[config.mk]
export PLATFORM = sky130hd
export DESIGN_NAME = isr_cpl_join
export DESIGN_NICKNAME = d
export VERILOG_FILES = /design/src/rtl/isr_cpl_join_pkg.sv /design/src/rtl/isr_tag_fifo.sv /design/src/rtl/isr_cpl_join.sv
export SDC_FILE = /design/constraint.sdc
export NUM_CORES = 1
export LEC_CHECK = 0
export BUFFER_PORTS_ARGS = -buffer_cell sky130_fd_sc_hd__buf_2
export CORE_MARGIN = 1.5
export CORE_UTILIZATION = 45
export DETAILED_ROUTE_END_ITERATION = 16
export REMOVE_ABC_BUFFERS = 1
export SYNTH_ARGS = -nofsm -noshare
export SYNTH_HDL_FRONTEND = slang
export SYNTH_SLANG_ARGS = --single-unit
export TNS_END_PERCENT = 30
[constraint.sdc]
create_clock -name aclk -period 6.5 [get_ports aclk]
set_clock_uncertainty 0.15 [all_clocks]
set_input_delay 0.975 -clock aclk [delete_from_list [all_inputs] [get_ports aclk]]
set_output_delay 0.975 -clock aclk [all_outputs]
set_load 0.02 [all_outputs]
[src/rtl/isr_cpl_join_pkg.sv]
// Shared types and sizing for the ISR split-DMA completion joiner.
package lynxTypes;

   localparam int unsigned ISR_CPL_TAG_BITS = 10;
   localparam int unsigned ISR_CPL_DEPTH    = 16;

   // Completion tag as packed by the issuer: pid in the upper bits, dest below.
   typedef struct packed {
      logic [5:0] pid;
      logic [3:0] dest;
   } isr_cpl_t;

endpackage

[src/rtl/isr_tag_fifo.sv]
// Synchronous register FIFO holding the tags of issued, not-yet-retired requests.
module isr_tag_fifo #(
   parameter int unsigned DEPTH = 16,
   parameter int unsigned W     = 10
) (
   input  logic                     aclk,
   input  logic                     areset,
   input  logic                     wr_en,
   input  logic [W-1:0]             wr_data,
   input  logic                     rd_en,
   output logic [W-1:0]             rd_data,
   output logic                     full,
   output logic                     empty,
   output logic [$clog2(DEPTH):0]   count
);

   localparam int unsigned AW = $clog2(DEPTH);
   localparam int unsigned CW = AW + 1;

   logic [W-1:0]  mem [DEPTH];
   logic [AW-1:0] wr_ptr;
   logic [AW-1:0] rd_ptr;
   logic          wr_do;
   logic          rd_do;

   assign full    = (count == CW'(DEPTH));
   assign empty   = (count == '0);
   assign wr_do   = wr_en & ~full;
   assign rd_do   = rd_en & ~empty;
   assign rd_data = mem[rd_ptr];

   // Storage array; contents need no reset since count gates every read.
   always_ff @(posedge aclk) begin
      if (wr_do) mem[wr_ptr] <= wr_data;
   end

   // Pointers and occupancy; power-of-two depth lets pointers wrap naturally.
   always_ff @(posedge aclk) begin
      if (areset) begin
         wr_ptr <= '0;
         rd_ptr <= '0;
         count  <= '0;
      end else begin
         if (wr_do) wr_ptr <= wr_ptr + AW'(1);
         if (rd_do) rd_ptr <= rd_ptr + AW'(1);
         count <= count + CW'(wr_do) - CW'(rd_do);
      end
   end

endmodule

[src/rtl/isr_cpl_join.sv]
// Joins host/card halves of split ISR DMA requests into one in-order completion.
module isr_cpl_join
   import lynxTypes::*;
#(
   parameter int unsigned DEPTH = ISR_CPL_DEPTH,
   parameter int unsigned TAG_W = ISR_CPL_TAG_BITS
) (
   input  logic                     aclk,
   input  logic                     areset,
   input  logic                     issue_valid,
   output logic                     issue_ready,
   input  logic [TAG_W-1:0]         issue_tag,
   input  logic                     host_done,
   input  logic                     card_done,
   output logic                     cpl_valid,
   input  logic                     cpl_ready,
   output logic [TAG_W-1:0]         cpl_tag,
   output logic [$clog2(DEPTH):0]   outstanding,
   output logic                     err_overrun
);

   localparam int unsigned CW = $clog2(DEPTH) + 1;

   typedef enum logic {IDLE, HOLD} state_t;

   state_t           state;
   logic [CW-1:0]    host_cnt;
   logic [CW-1:0]    card_cnt;
   logic [CW-1:0]    host_eff;
   logic [CW-1:0]    card_eff;
   logic             host_ok;
   logic             card_ok;
   logic             head_rdy;
   logic             retire;
   logic             fifo_full;
   logic             fifo_empty;
   logic [TAG_W-1:0] head_tag;
   logic [CW-1:0]    fifo_count;

   isr_tag_fifo #(.DEPTH(DEPTH), .W(TAG_W)) u_fifo (
      .aclk    (aclk),
      .areset  (areset),
      .wr_en   (issue_valid),
      .wr_data (issue_tag),
      .rd_en   (retire),
      .rd_data (head_tag),
      .full    (fifo_full),
      .empty   (fifo_empty),
      .count   (fifo_count)
   );

   assign issue_ready = ~fifo_full;
   assign outstanding = fifo_count;

   // Accept legal dones and decide retire; a done counts toward the head in its own cycle.
   always_comb begin
      host_ok  = host_done & (host_cnt < fifo_count);
      card_ok  = card_done & (card_cnt < fifo_count);
      host_eff = host_cnt + CW'(host_ok);
      card_eff = card_cnt + CW'(card_ok);
      head_rdy = ~fifo_empty & (host_eff != '0) & (card_eff != '0);
      retire   = head_rdy & ((state == IDLE) | cpl_ready);
   end

   // Join FSM, pending-half counters, sticky overrun and the registered completion.
   always_ff @(posedge aclk) begin
      if (areset) begin
         state       <= IDLE;
         cpl_valid   <= 1'b0;
         cpl_tag     <= '0;
         host_cnt    <= '0;
         card_cnt    <= '0;
         err_overrun <= 1'b0;
      end else begin
         host_cnt <= host_eff - CW'(retire);
         card_cnt <= card_eff - CW'(retire);
         if ((host_done & ~host_ok) | (card_done & ~card_ok)) err_overrun <= 1'b1;
         case (state)
            IDLE: begin
               if (retire) begin
                  state     <= HOLD;
                  cpl_valid <= 1'b1;
                  cpl_tag   <= head_tag;
               end
            end
            HOLD: begin
               if (cpl_ready) begin
                  if (retire) begin
                     cpl_tag <= head_tag;
                  end else begin
                     state     <= IDLE;
                     cpl_valid <= 1'b0;
                  end
               end
            end
            default: begin
               state     <= IDLE;
               cpl_valid <= 1'b0;
            end
         endcase
      end
   end

endmodule

* Word-level counts from Yosys, hierarchy flattened *
Memory sizes are Yosys's and may differ from the RTL's. A register that Yosys moved wholly into a read port is not among the register bits.
Index checks and enable logic that the tools add are counted.

word-level totals
  register bits = 36
  RAM bits = 160
  input bits = 16
  output and inout bits = 18
  logic and storage cells = 58
  memories = 1

memories
  memory      depth  bits a word  read ports  clocked after memory_dff  write ports  RTL line            source
  u_fifo.mem  16     10           1           1                         1            isr_tag_fifo.sv:20  logic [W-1:0] mem [DEPTH];

operators by class
  add/subtract/negate cells = 8
  magnitude comparators = 2
  eq/ne operators = 4
  mux-type cells = 14
  bitwise operators = 16
  reductions and logical operators = 4

operators by type and width
  cell                                           count
  2-to-1 mux 10 bit                              2
  case mux 10 bit (2 select lines)               1
  adder 5 x 1 -> 5 bit                           3
  subtractor 5 x 1 -> 5 bit                      3
  < comparator 5 bit                             2
  nonzero test 5 bit                             2
  AND 1 bit                                      9
  adder 4 x 1 -> 4 bit (second input constant)   2
  2-to-1 mux 4 bit                               2
  2-to-1 mux 1 bit                               7
  inequality test 2 bit (second input constant)  3
  == test 5 bit (second input constant)          1
  logical NOT 5 bit                              1
  NOT 1 bit                                      5
  case mux 1 bit (2 select lines)                2
  AND reduction 3 bit                            1
  OR 1 bit                                       2

* Longest topological paths before layout *
Gate-level depths: netlist of run 1.

  word-level depth = 10
  gate-level depth with buffers = 23
  gate-level depth less buffers = 22

* Cells and area by module *
Synthesis of run 1 repeated with hierarchy kept, for this count alone.

second synthesis, totals
  cell total of the unflattened synthesis = 501
  area, all modules = 8325.5 sq um

modules (own cells, without submodules)
  module        times used  cells each  area an instance (sq um)  sequential area each (sq um)
  isr_tag_fifo  1           354         6966.7                    5144.9
  isr_cpl_join  1           147         1358.8                    460.4

* Worst setup path before layout of run 1 *
OpenSTA, ideal clock, no wires.

  path kind = register to register
  start = reg u_fifo.count[1]
  end = reg u_fifo.count[4]
  library setup time = 0.070 ns
  arrival = 3.968 ns
  data required time = 6.280 ns
  slack = 2.312 ns
  stages on the path, launching flop included = 24
  buffers on the path = 1
  period minus slack after synthesis = 4.188 ns
  path through = dfxtp_1 inv_1 ha_1 a21o_1 a21oi_1 o21a_1 and2_1 ha_1 ha_1 nand3_1 xor2_2 and3_4 buf_6 nor2_1 ha_1 inv_1 ha_1 inv_1 fa_1 inv_1 a21oi_1 nor2_1 or3_1 a21oi_1

on the way
  longest elaborated chain between the ends = 9
  elaborated cells between the ends (all ways) = 19
  classes of those cells = 4 x add/sub; 2 x order compare; 1 x eq/ne; 9 x bitwise; 3 x reduce/logical

RTL lines
  item                           RTL line            source
  from (decl)                    isr_tag_fifo.sv:14  output logic [$clog2(DEPTH):0] count
  from (signal assigned)         isr_tag_fifo.sv:46  count <= count + CW'(wr_do) - CW'(rd_do);
  < comparator 5 bit             isr_cpl_join.sv:57  host_ok = host_done & (host_cnt < fifo_count);
  AND 1 bit                      isr_cpl_join.sv:57
  adder 5 x 1 -> 5 bit           isr_cpl_join.sv:59  host_eff = host_cnt + CW'(host_ok);
  nonzero test 5 bit             isr_cpl_join.sv:61  head_rdy = ~fifo_empty & (host_eff != '0) & (card_eff != '0);
  AND 1 bit (2 in series)        isr_cpl_join.sv:61
  AND 1 bit                      isr_cpl_join.sv:62  retire = head_rdy & ((state == IDLE) | cpl_ready);
  AND 1 bit (*)                  isr_tag_fifo.sv:29  assign rd_do = rd_en & ~empty;
  via u_fifo.rd_do               isr_tag_fifo.sv:24  logic rd_do;
  subtractor 5 x 1 -> 5 bit (*)  isr_tag_fifo.sv:46

Mark *: on every way through the listed nets, which the timed path passes. The rest lies on a longest branch.
A chain may end at the register's enable or synchronous reset.

* Worst setup path after layout of run 1 *
Same ends and word-level chain as after synthesis.

==> results of run 1 <==
[registers in the layout, summed over array words and instances, names as in the netlist, named ones only]
register,count
u_fifo.rd_ptr,4
host_cnt,5
card_cnt,5
cpl_valid,1
state,1
u_fifo.count,5
u_fifo.wr_ptr,4
err_overrun,1
u_fifo.mem,160
cpl_tag,10
[tightest hold or removal path, delay by kind of cell (launching register included)]
kind | cells | cell delay (ns)
AOI/OAI and AO/OA | 2 | 0.13
DFF | 1 | 0.31
[cell usage after synthesis, types with 4 or more instances]
cell	instances
nand2_1	13
xnor2_1	7
a31o_2	4
inv_1	18
clkbuf_1	6
buf_2	7
dfxtp_1	40
o21ai_0	12
edfxtp_1	160
a21oi_1	24
mux4_2	50
nand2b_1	5
nor2_1	36
nand3_1	17
buf_1	9
a31oi_1	4
nor3_1	6
xor2_1	9
ha_1	27
[metrics by stage]
step                      cell area, um2  util [%]  instances  power [W]
final                               9320      51.9        778    0.00389
after global routing                9320      51.9        778    0.00415
after CTS                           9320      51.9        778    0.00392
after detailed placement            8730      48.6        746    0.00287
after global placement              8730      48.6        746    0.00285
after floorplan                     8150         -        467    0.00253
[final timing paths]
path | from | endpoint | slack, ns | depth (start not counted)
max | u_fifo.count[1] | u_fifo.count[4] | 1.95 | 22
min reg2reg | cpl_tag[9] | cpl_tag[9] | 0.33 | 2
max reg2reg | u_fifo.count[1] | u_fifo.count[4] | 1.95 | 22
min | cpl_tag[9] | cpl_tag[9] | 0.33 | 2
[cell families after synthesis]
logic type / count (synthesis) / synth area share, %
buf+inv: 42 / 2.20
compound gates: 58 / 4.28
fa+ha+maj: 28 / 4.33
xor+xnor: 17 / 1.89
mux: 52 / 13.9
flops: 200 / 67.8
simple gates: 94 / 5.60
[where the power goes]
part | leakage [nW] | switching, W | internal, W
clock network | 0.283 | 0.000451 | 0.000602
logic | 1.10 | 0.000702 | 0.000536
registers | 1.77 | 0.000104 | 0.00150
total | 3.16 | 0.00126 | 0.00264
[final cells by class]
cell class | count | share of cell area, %
timing repair buffer | 50 | 3.14
inverter | 18 | 0.725
tap | 229 | 3.08
multi-input combinational | 249 | 26.6
clock inverter | 14 | 1.68
clock buffer | 18 | 4.61
sequential | 200 | 60.2
[routing by layer]
| metal | up-vias | GRT usage (%) |
|---|---|---|
| met4 | 0 | 5.32 |
| met1 | 2310 | 23.5 |
| li1 | 2001 | - |
| met3 | 9 | 4.30 |
| met5 | - | 0 |
| met2 | 107 | 31.4 |
==> results.sh, run 1 <==
export IMPL_outcome="completed"
export IMPL_crit_required_ns=6.70
export IMPL_hold_ws_ns=0.332
export IMPL_rsz0062_at_grt="false"
export IMPL_dieArea_um2=19200
export IMPL_via_count=4427
export IMPL_syn_cell_area_um2=8260
export IMPL_synth_edff_count=160
export IMPL_leakage_nw=3.16
export IMPL_holdCritPathClass="flip-flop to flip-flop"
export IMPL_antenna_found_initial=0
export IMPL_drt_met1_wl_um=7070
export IMPL_layout_common_cells="edfxtp_1, mux4_2, dfxtp_1"
export IMPL_crit_path_top_delay_cell="dfxtp_1"
export IMPL_first_global_vias=4508
export IMPL_crit_top_cell="ha_1"
export IMPL_seq_area_um2=5610
export IMPL_ir_drop_mv=0.314
export IMPL_post_drt_wl_per_cell_um=21.4
export IMPL_ctsResizeCount=0
export IMPL_drive_above_1_share_pct=25.3
export IMPL_layout_worst_path_cycle_share_pct=70.0
export IMPL_overflow=0
export IMPL_drc=0
export IMPL_cts_buffers=17
export IMPL_post_route_min_period_ns=4.55
export IMPL_drt_iter0_markers=373
export IMPL_netlist_instances=491
export IMPL_pin_count=34
export IMPL_wl_um=16600
export IMPL_fmaxAchievable_ghz=0.220
export IMPL_ys_async_sr_fraction_pct=0
export IMPL_final_common_cell="edfxtp_1"
export IMPL_postCtsSetupRepairBufs=0
export IMPL_htreeDepth=4
export IMPL_synth_seq_area_share_pct=67.8
export IMPL_cts_sinks=200
export IMPL_grt_start_max_net_pins=41
export IMPL_start_util_pct=46.0
export IMPL_clk_latency_ns=0.42
export IMPL_die_w_um=139
export IMPL_criticalPathCategory="flip-flop to flip-flop"
export IMPL_gp_congestion=0.789
export IMPL_die_y_um=139
export IMPL_hpwl_um=10600
export IMPL_power_density_nw_per_um2=418
export IMPL_area_growth_pct=12.7
export IMPL_crit_fanout=17
export IMPL_cap_violations=0
export IMPL_crit_arrival_ns=4.75
export IMPL_coreArea_um2=18000
export IMPL_yosysWarnings=0
export IMPL_antenna_left=0
export IMPL_path_clk_slew_ns=0.07
export IMPL_diodes=0
export IMPL_yosys_area_top_type_share_pct=58.1
export IMPL_viasPerCell=5.69
export IMPL_cts_root_buf="clkbuf_16"
export IMPL_path_cells="inv_1 -> ha_1 -> a21o_1 -> a21oi_1 -> o21a_1 -> and2_1 -> ha_1 -> ha_1 -> nand3_1 -> xor2_2 -> and3_4 -> nor2_1 -> ha_1 -> inv_1 -> ha_1 -> inv_1 -> fa_1 -> inv_1 -> a21oi_1 -> nor2_1 -> or3_1 -> a21oi_1"
export IMPL_synth_area_top_cells="edfxtp_1, mux4_2, dfxtp_1"
export IMPL_port_buffers=33
export IMPL_layout_nets=580
export IMPL_rows=49
export IMPL_syn_avg_cell_area_um2=16.8
export IMPL_hold_buffers=0
export IMPL_cp_end_kind="flip-flop"
export IMPL_synthFlopType="edfxtp_1"
export IMPL_cts_tree="built"
export IMPL_hold_viol=0
export IMPL_gr_usage_all_layers_pct=18.4
export IMPL_slowest_delay_ns=0.43
export IMPL_critPathBufInv=4
export IMPL_met3_wirelength_um=808
export IMPL_synth_distinct_cells=44
export IMPL_critPathLaunchType="flip-flop"
export IMPL_tns_ns=0
export IMPL_slew_headroom_pct=19.6
export IMPL_pre_cts_slack_ns=1.97
export IMPL_multi_input_area_um2=2480
export IMPL_first_pass_iters=4
export IMPL_synth_top_area_cell="edfxtp_1"
export IMPL_maxSlewViolCount=0
export IMPL_cpLargestDelayFamily="adder cells"
export IMPL_worstMarginPinSlew_ns=1.20
export IMPL_fillers=1478
export IMPL_highest_layer="met4"
export IMPL_clock_path_buffers=2
export IMPL_fin_ws_ns=1.95
export IMPL_setup_viol=0
export IMPL_route_met2_wl_um=8550
export IMPL_grt_pass1_wl_um=26100
export IMPL_ys_ff_latch=200
No activity file was read; power rests on OpenSTA's default activity.
==> run 2, diff against run 1 <==
==> constraint.sdc (replaced) <==
create_clock -name aclk -period 4.6 [get_ports aclk]
set_clock_uncertainty 0.15 [all_clocks]
set_input_delay 0.69 -clock aclk [delete_from_list [all_inputs] [get_ports aclk]]
set_output_delay 0.69 -clock aclk [all_outputs]
set_load 0.02 [all_outputs]
==> results.sh, run 2 (synthesis gave the netlist of run 1 again) <==
export IMPL_outcome="completed"
export IMPL_hold_buffers=0
export IMPL_leakage_nw=3.17
export IMPL_largest_reg_flops=160
export IMPL_crit_fanout=9
export IMPL_htreeDepth=4
export IMPL_setup_viol=0
export IMPL_power_density_nw_per_um2=587
export IMPL_grt_pass1_wl_um=25900
export IMPL_cp_end_kind="flip-flop"
export IMPL_power_w=0.00548
export IMPL_fillers=1453
export IMPL_cap_violations=0
export IMPL_first_global_vias=4480
export IMPL_gr_usage_all_layers_pct=18.3
export IMPL_cts_tree="built"
export IMPL_post_route_min_period_ns=4.22
export IMPL_worstMarginPinSlew_ns=1.13
export IMPL_top_register="u_fifo.mem"
export IMPL_first_pass_iters=4
export IMPL_layout_worst_path_cycle_share_pct=91.7
export IMPL_fin_ws_ns=0.384
export IMPL_pin_count=34
export IMPL_antenna_left=0
export IMPL_slowest_delay_ns=0.38
export IMPL_tns_ns=0
export IMPL_wl_um=16500
export IMPL_cts_sinks=200
export IMPL_hold_ws_ns=0.327
export IMPL_drc=0
export IMPL_crit_arrival_ns=4.43
export IMPL_via_count=4357
export IMPL_path_clk_slew_ns=0.07
export IMPL_holdCritPathClass="input port to flip-flop"
export IMPL_slew_headroom_pct=24.8
export IMPL_antenna_found_initial=0
export IMPL_hold_viol=0
export IMPL_fmaxAchievable_ghz=0.237
export IMPL_rows=49
export IMPL_layout_nets=583
export IMPL_reg_largest_list="u_fifo.mem: 160 flops, cpl_tag: 10 flops"
export IMPL_gp_congestion=0.774
export IMPL_rsz0062_at_grt="false"
export IMPL_port_buffers=33
export IMPL_maxSlewViolCount=0
export IMPL_start_util_pct=46.0
export IMPL_cts_root_buf="clkbuf_16"
export IMPL_overflow=0
export IMPL_critPathLaunchType="flip-flop"
export IMPL_diodes=0
export IMPL_layout_common_cells="edfxtp_1, mux4_2, dfxtp_1"
export IMPL_viasPerCell=5.58
export IMPL_clk_latency_ns=0.44
export IMPL_pre_cts_slack_ns=0.146
export IMPL_coreArea_um2=18000
export IMPL_path_cells="inv_1 -> ha_1 -> a21o_1 -> a21oi_1 -> o21a_1 -> and2_1 -> ha_1 -> ha_4 -> nand3_1 -> xor2_2 -> and3_4 -> nor2_2 -> ha_1 -> inv_1 -> ha_1 -> inv_1 -> fa_1 -> inv_1 -> a21oi_1 -> nor2_1 -> or3_1 -> a21oi_1"
export IMPL_die_y_um=139
export IMPL_crit_required_ns=4.82
export IMPL_criticalPathCategory="flip-flop to flip-flop"
export IMPL_die_w_um=139
export IMPL_crit_path_top_delay_cell="dfxtp_2"
export IMPL_post_drt_wl_per_cell_um=21.2
export IMPL_final_common_cell="edfxtp_1"
export IMPL_drt_iter0_markers=334
export IMPL_hpwl_um=10500
export IMPL_cts_buffers=17
export IMPL_ir_drop_mv=0.520
export IMPL_clock_path_buffers=2
export IMPL_dieArea_um2=19200
export IMPL_grt_start_max_net_pins=41
export IMPL_drive_above_1_share_pct=26.3
export IMPL_fin_util_pct=52.0
export IMPL_area_growth_pct=13.0
-- run 2: changes by cell type in the layout (fill, tap and decap cells not counted), moves of 2 or more --
cell / change
buf_4: +2
bufinv_16: -3
clkinv_2: -4
inv_6: +5
inv_8: +4
-- run 2: power breakdown --
part	switching [W]	internal, W	total [W]
Combinational	0.00100	0.000817	0.00182
Sequential	0.000141	0.00212	0.00226
Clock	0.000690	0.000713	0.00140
Total	0.00183	0.00365	0.00548
-- run 2: critical path, delay by kind of cell (launching register included) --
kind | cells | cell delay [ns]
buffers and inverters | 4 | 0.26
and+or+nand+nor | 6 | 1.01
AOI/OAI and AO/OA | 5 | 0.70
xor gates and xnor gates | 1 | 0.22
adders and majority gates | 6 | 1.42
DFF | 1 | 0.38
-- run 2: layout make-up --
| type | instances | area (um2) | area share (%) |
|---|---|---|---|
| multi-input combinational | 249 | 2490 | 26.7 |
| sequential | 200 | 5610 | 60.1 |
| inverter | 18 | 67.6 | 0.724 |
| tap | 229 | 287 | 3.07 |
| clock buffer | 17 | 425 | 4.56 |
| timing repair buffer | 53 | 328 | 3.51 |
| clock inverter | 15 | 126 | 1.35 |
-- run 2: what timing repair did --
action / CTS / global route
endpoints found under the setup margin: 0 / 2
resized for setup: 0 / 4
setup buffers: 0 / 1
-- run 2: routing by layer --
layer  part of all wire [%]  GRT usage (%)
met5                      0              0
met2                     51           31.1
met3                    4.7           3.71
met1                     43           23.7
met4                    1.4           6.20
-- run 2: metrics by stage --
step | instance area (um2) | std cells
final | 9340 | 781
after floorplan | 8150 | 467
after CTS | 9310 | 780
after detailed placement | 8760 | 748
after global placement | 8760 | 748
after global routing | 9340 | 781
-- run 2: path summary, 6_finish.rpt --
check	depth (start not counted)	endpoint	slack [ns]	from
min reg2reg	2	cpl_tag[4]	0.33	cpl_tag[4]
max	22	u_fifo.count[4]	0.38	u_fifo.count[1]
min	2	cpl_valid	0.33	cpl_ready
max reg2reg	22	u_fifo.count[4]	0.38	u_fifo.count[1]
==> run 3, diff against run 2 <==
--- a/config.mk
+++ b/config.mk
@@ -6,7 +6,6 @@
 export NUM_CORES = 1
 export LEC_CHECK = 0
 export BUFFER_PORTS_ARGS = -buffer_cell sky130_fd_sc_hd__buf_2
-export CORE_MARGIN = 1.5
 export CORE_UTILIZATION = 45
 export DETAILED_ROUTE_END_ITERATION = 16
 export REMOVE_ABC_BUFFERS = 1
==> results.sh, run 3 (synthesis gave the netlist of run 1 again) <==
export IMPL_outcome="completed"
export IMPL_dieArea_um2=18900
export IMPL_drt_iter0_markers=291
export IMPL_leakage_nw=3.16
export IMPL_hold_ws_ns=0.322
export IMPL_power_frac_comb_pct=31.7
export IMPL_pin_count=34
export IMPL_hpwl_um=10500
export IMPL_gr_usage_all_layers_pct=18.7
export IMPL_gp_congestion=0.781
export IMPL_crit_path_top_delay_cell="fa_1"
export IMPL_switching_share_pct=32.1
export IMPL_slowest_delay_ns=0.39
export IMPL_die_w_um=138
export IMPL_top_register="u_fifo.mem"
export IMPL_fin_area_um2=9360
export IMPL_clkPwrFrac_pct=27.2
export IMPL_maxSlewViolCount=0
export IMPL_largest_reg_flops=160
export IMPL_crit_top_cell="ha_1"
export IMPL_path_clk_slew_ns=0.07
export IMPL_cts_root_buf="clkbuf_16"
export IMPL_ir_drop_mv=0.470
export IMPL_clock_path_buffers=2
export IMPL_layout_worst_path_cycle_share_pct=92.7
export IMPL_grt_start_max_net_pins=41
export IMPL_setup_viol=0
export IMPL_crit_arrival_ns=4.41
export IMPL_first_pass_iters=4
export IMPL_reg_largest_list="u_fifo.mem: 160 flops, cpl_tag: 10 flops"
export IMPL_first_global_vias=4351
export IMPL_hold_buffers=0
export IMPL_post_drt_wl_per_cell_um=20.5
export IMPL_coreArea_um2=18000
export IMPL_pwr_share_seq_pct=41.1
export IMPL_crit_required_ns=4.74
export IMPL_placed_area_um2=8740
export IMPL_drc=0
export IMPL_area_growth_pct=13.2
export IMPL_fin_util_pct=52.1
export IMPL_cts_tree="built"
export IMPL_worstMarginPinSlew_ns=1.21
export IMPL_cts_sinks=200
export IMPL_fillers=1452
export IMPL_cp_end_kind="flip-flop"
export IMPL_path_cells="inv_1 -> ha_1 -> a21o_1 -> a21oi_1 -> o21a_1 -> and2_1 -> ha_1 -> ha_1 -> nor3_1 -> a31o_2 -> a31o_2 -> nor2_2 -> ha_1 -> inv_1 -> ha_1 -> inv_1 -> fa_1 -> inv_1 -> a21oi_1 -> nor2_1 -> or3_1 -> a21oi_1"
export IMPL_port_buffers=33
export IMPL_holdCritPathClass="input port to flip-flop"
export IMPL_drive_above_1_share_pct=26.2
export IMPL_clk_latency_ns=0.43
export IMPL_via_count=4302
export IMPL_critPathLaunchType="flip-flop"
export IMPL_hold_viol=0
export IMPL_start_util_pct=46.0
export IMPL_tns_ns=0
export IMPL_cpLargestDelayFamily="adder cells"
export IMPL_fin_cells=778
export IMPL_htreeDepth=4
export IMPL_post_route_min_period_ns=4.27
export IMPL_fmaxAchievable_ghz=0.234
export IMPL_critPathBufInv=4
export IMPL_final_common_cell="edfxtp_1"
export IMPL_diodes=0
export IMPL_layout_common_cells="edfxtp_1, mux4_2, dfxtp_1"
export IMPL_cts_buffers=17
export IMPL_power_density_nw_per_um2=594
export IMPL_crit_fanout=17
export IMPL_cap_violations=0
export IMPL_slew_headroom_pct=18.9
export IMPL_viasPerCell=5.53
export IMPL_antenna_found_initial=0
export IMPL_layout_nets=580
export IMPL_criticalPathCategory="flip-flop to flip-flop"
export IMPL_rsz0062_at_grt="false"
export IMPL_internal_power_w=0.00378
export IMPL_overflow=0
export IMPL_die_y_um=138
export IMPL_antenna_left=0
export IMPL_p_sw_w=0.00178
export IMPL_grt_pass1_wl_um=24700
export IMPL_dp_cells=745
export IMPL_wl_um=15900
export IMPL_rows=49
## run 3: cell types whose count changed in the layout (fill, tap and decap cells not counted), sizes merged
cell      delta
clkinv       +3
clkinvlp     +3
bufinv       +3
buf          -3
inv          -9
## run 3: stage by stage
stage	total power, W	setup slack (ns)
after floorplan	0.00358	0.405
after global placement	0.00404	0.248
after detailed placement	0.00407	0.154
after CTS	0.00558	0.120
after global routing	0.00590	0.0445
final	0.00556	0.334
## run 3: layout make-up
class | count | area [um2] | area share, %
clock buffer | 17 | 425 | 4.55
multi-input combinational | 249 | 2490 | 26.6
tap | 229 | 287 | 3.06
clock inverter | 15 | 178 | 1.90
inverter | 18 | 67.6 | 0.722
sequential | 200 | 5610 | 59.9
timing repair buffer | 50 | 305 | 3.26
## run 3: power groups by stage
stage	clock network (W)	registers, W	logic (W)
3_3_place_gp	0	0.00232	0.00171
2_1_floorplan	0	0.00238	0.00120
4_1_cts	0.00154	0.00229	0.00175
6_report	0.00151	0.00228	0.00176
3_5_place_dp	0	0.00233	0.00174
5_1_grt	0.00161	0.00231	0.00198
## run 3: repair_timing
action	in CTS	in global routing
resized for setup	0	3
buffers inserted	0	1
endpoints found under the setup margin	0	1
## run 3: worst paths after layout
check / to / slack (ns) / cells past startpoint / start
setup / recovery: u_fifo.count[4] / 0.33 / 22 / u_fifo.count[1]
hold / removal: cpl_valid / 0.32 / 2 / cpl_ready
setup reg to reg: u_fifo.count[4] / 0.33 / 22 / u_fifo.count[1]
hold reg to reg: cpl_tag[0] / 0.32 / 2 / cpl_tag[0]
## run 3: routing by layer
metal  routed length, um  up-vias  global-route usage [%]
li1                    -     2003                       -
met1                6850     2181                    23.1
met2                8210       95                    31.8
met3                 531       23                    4.05
met4                 315        0                    7.57
met5                   0        -                       0
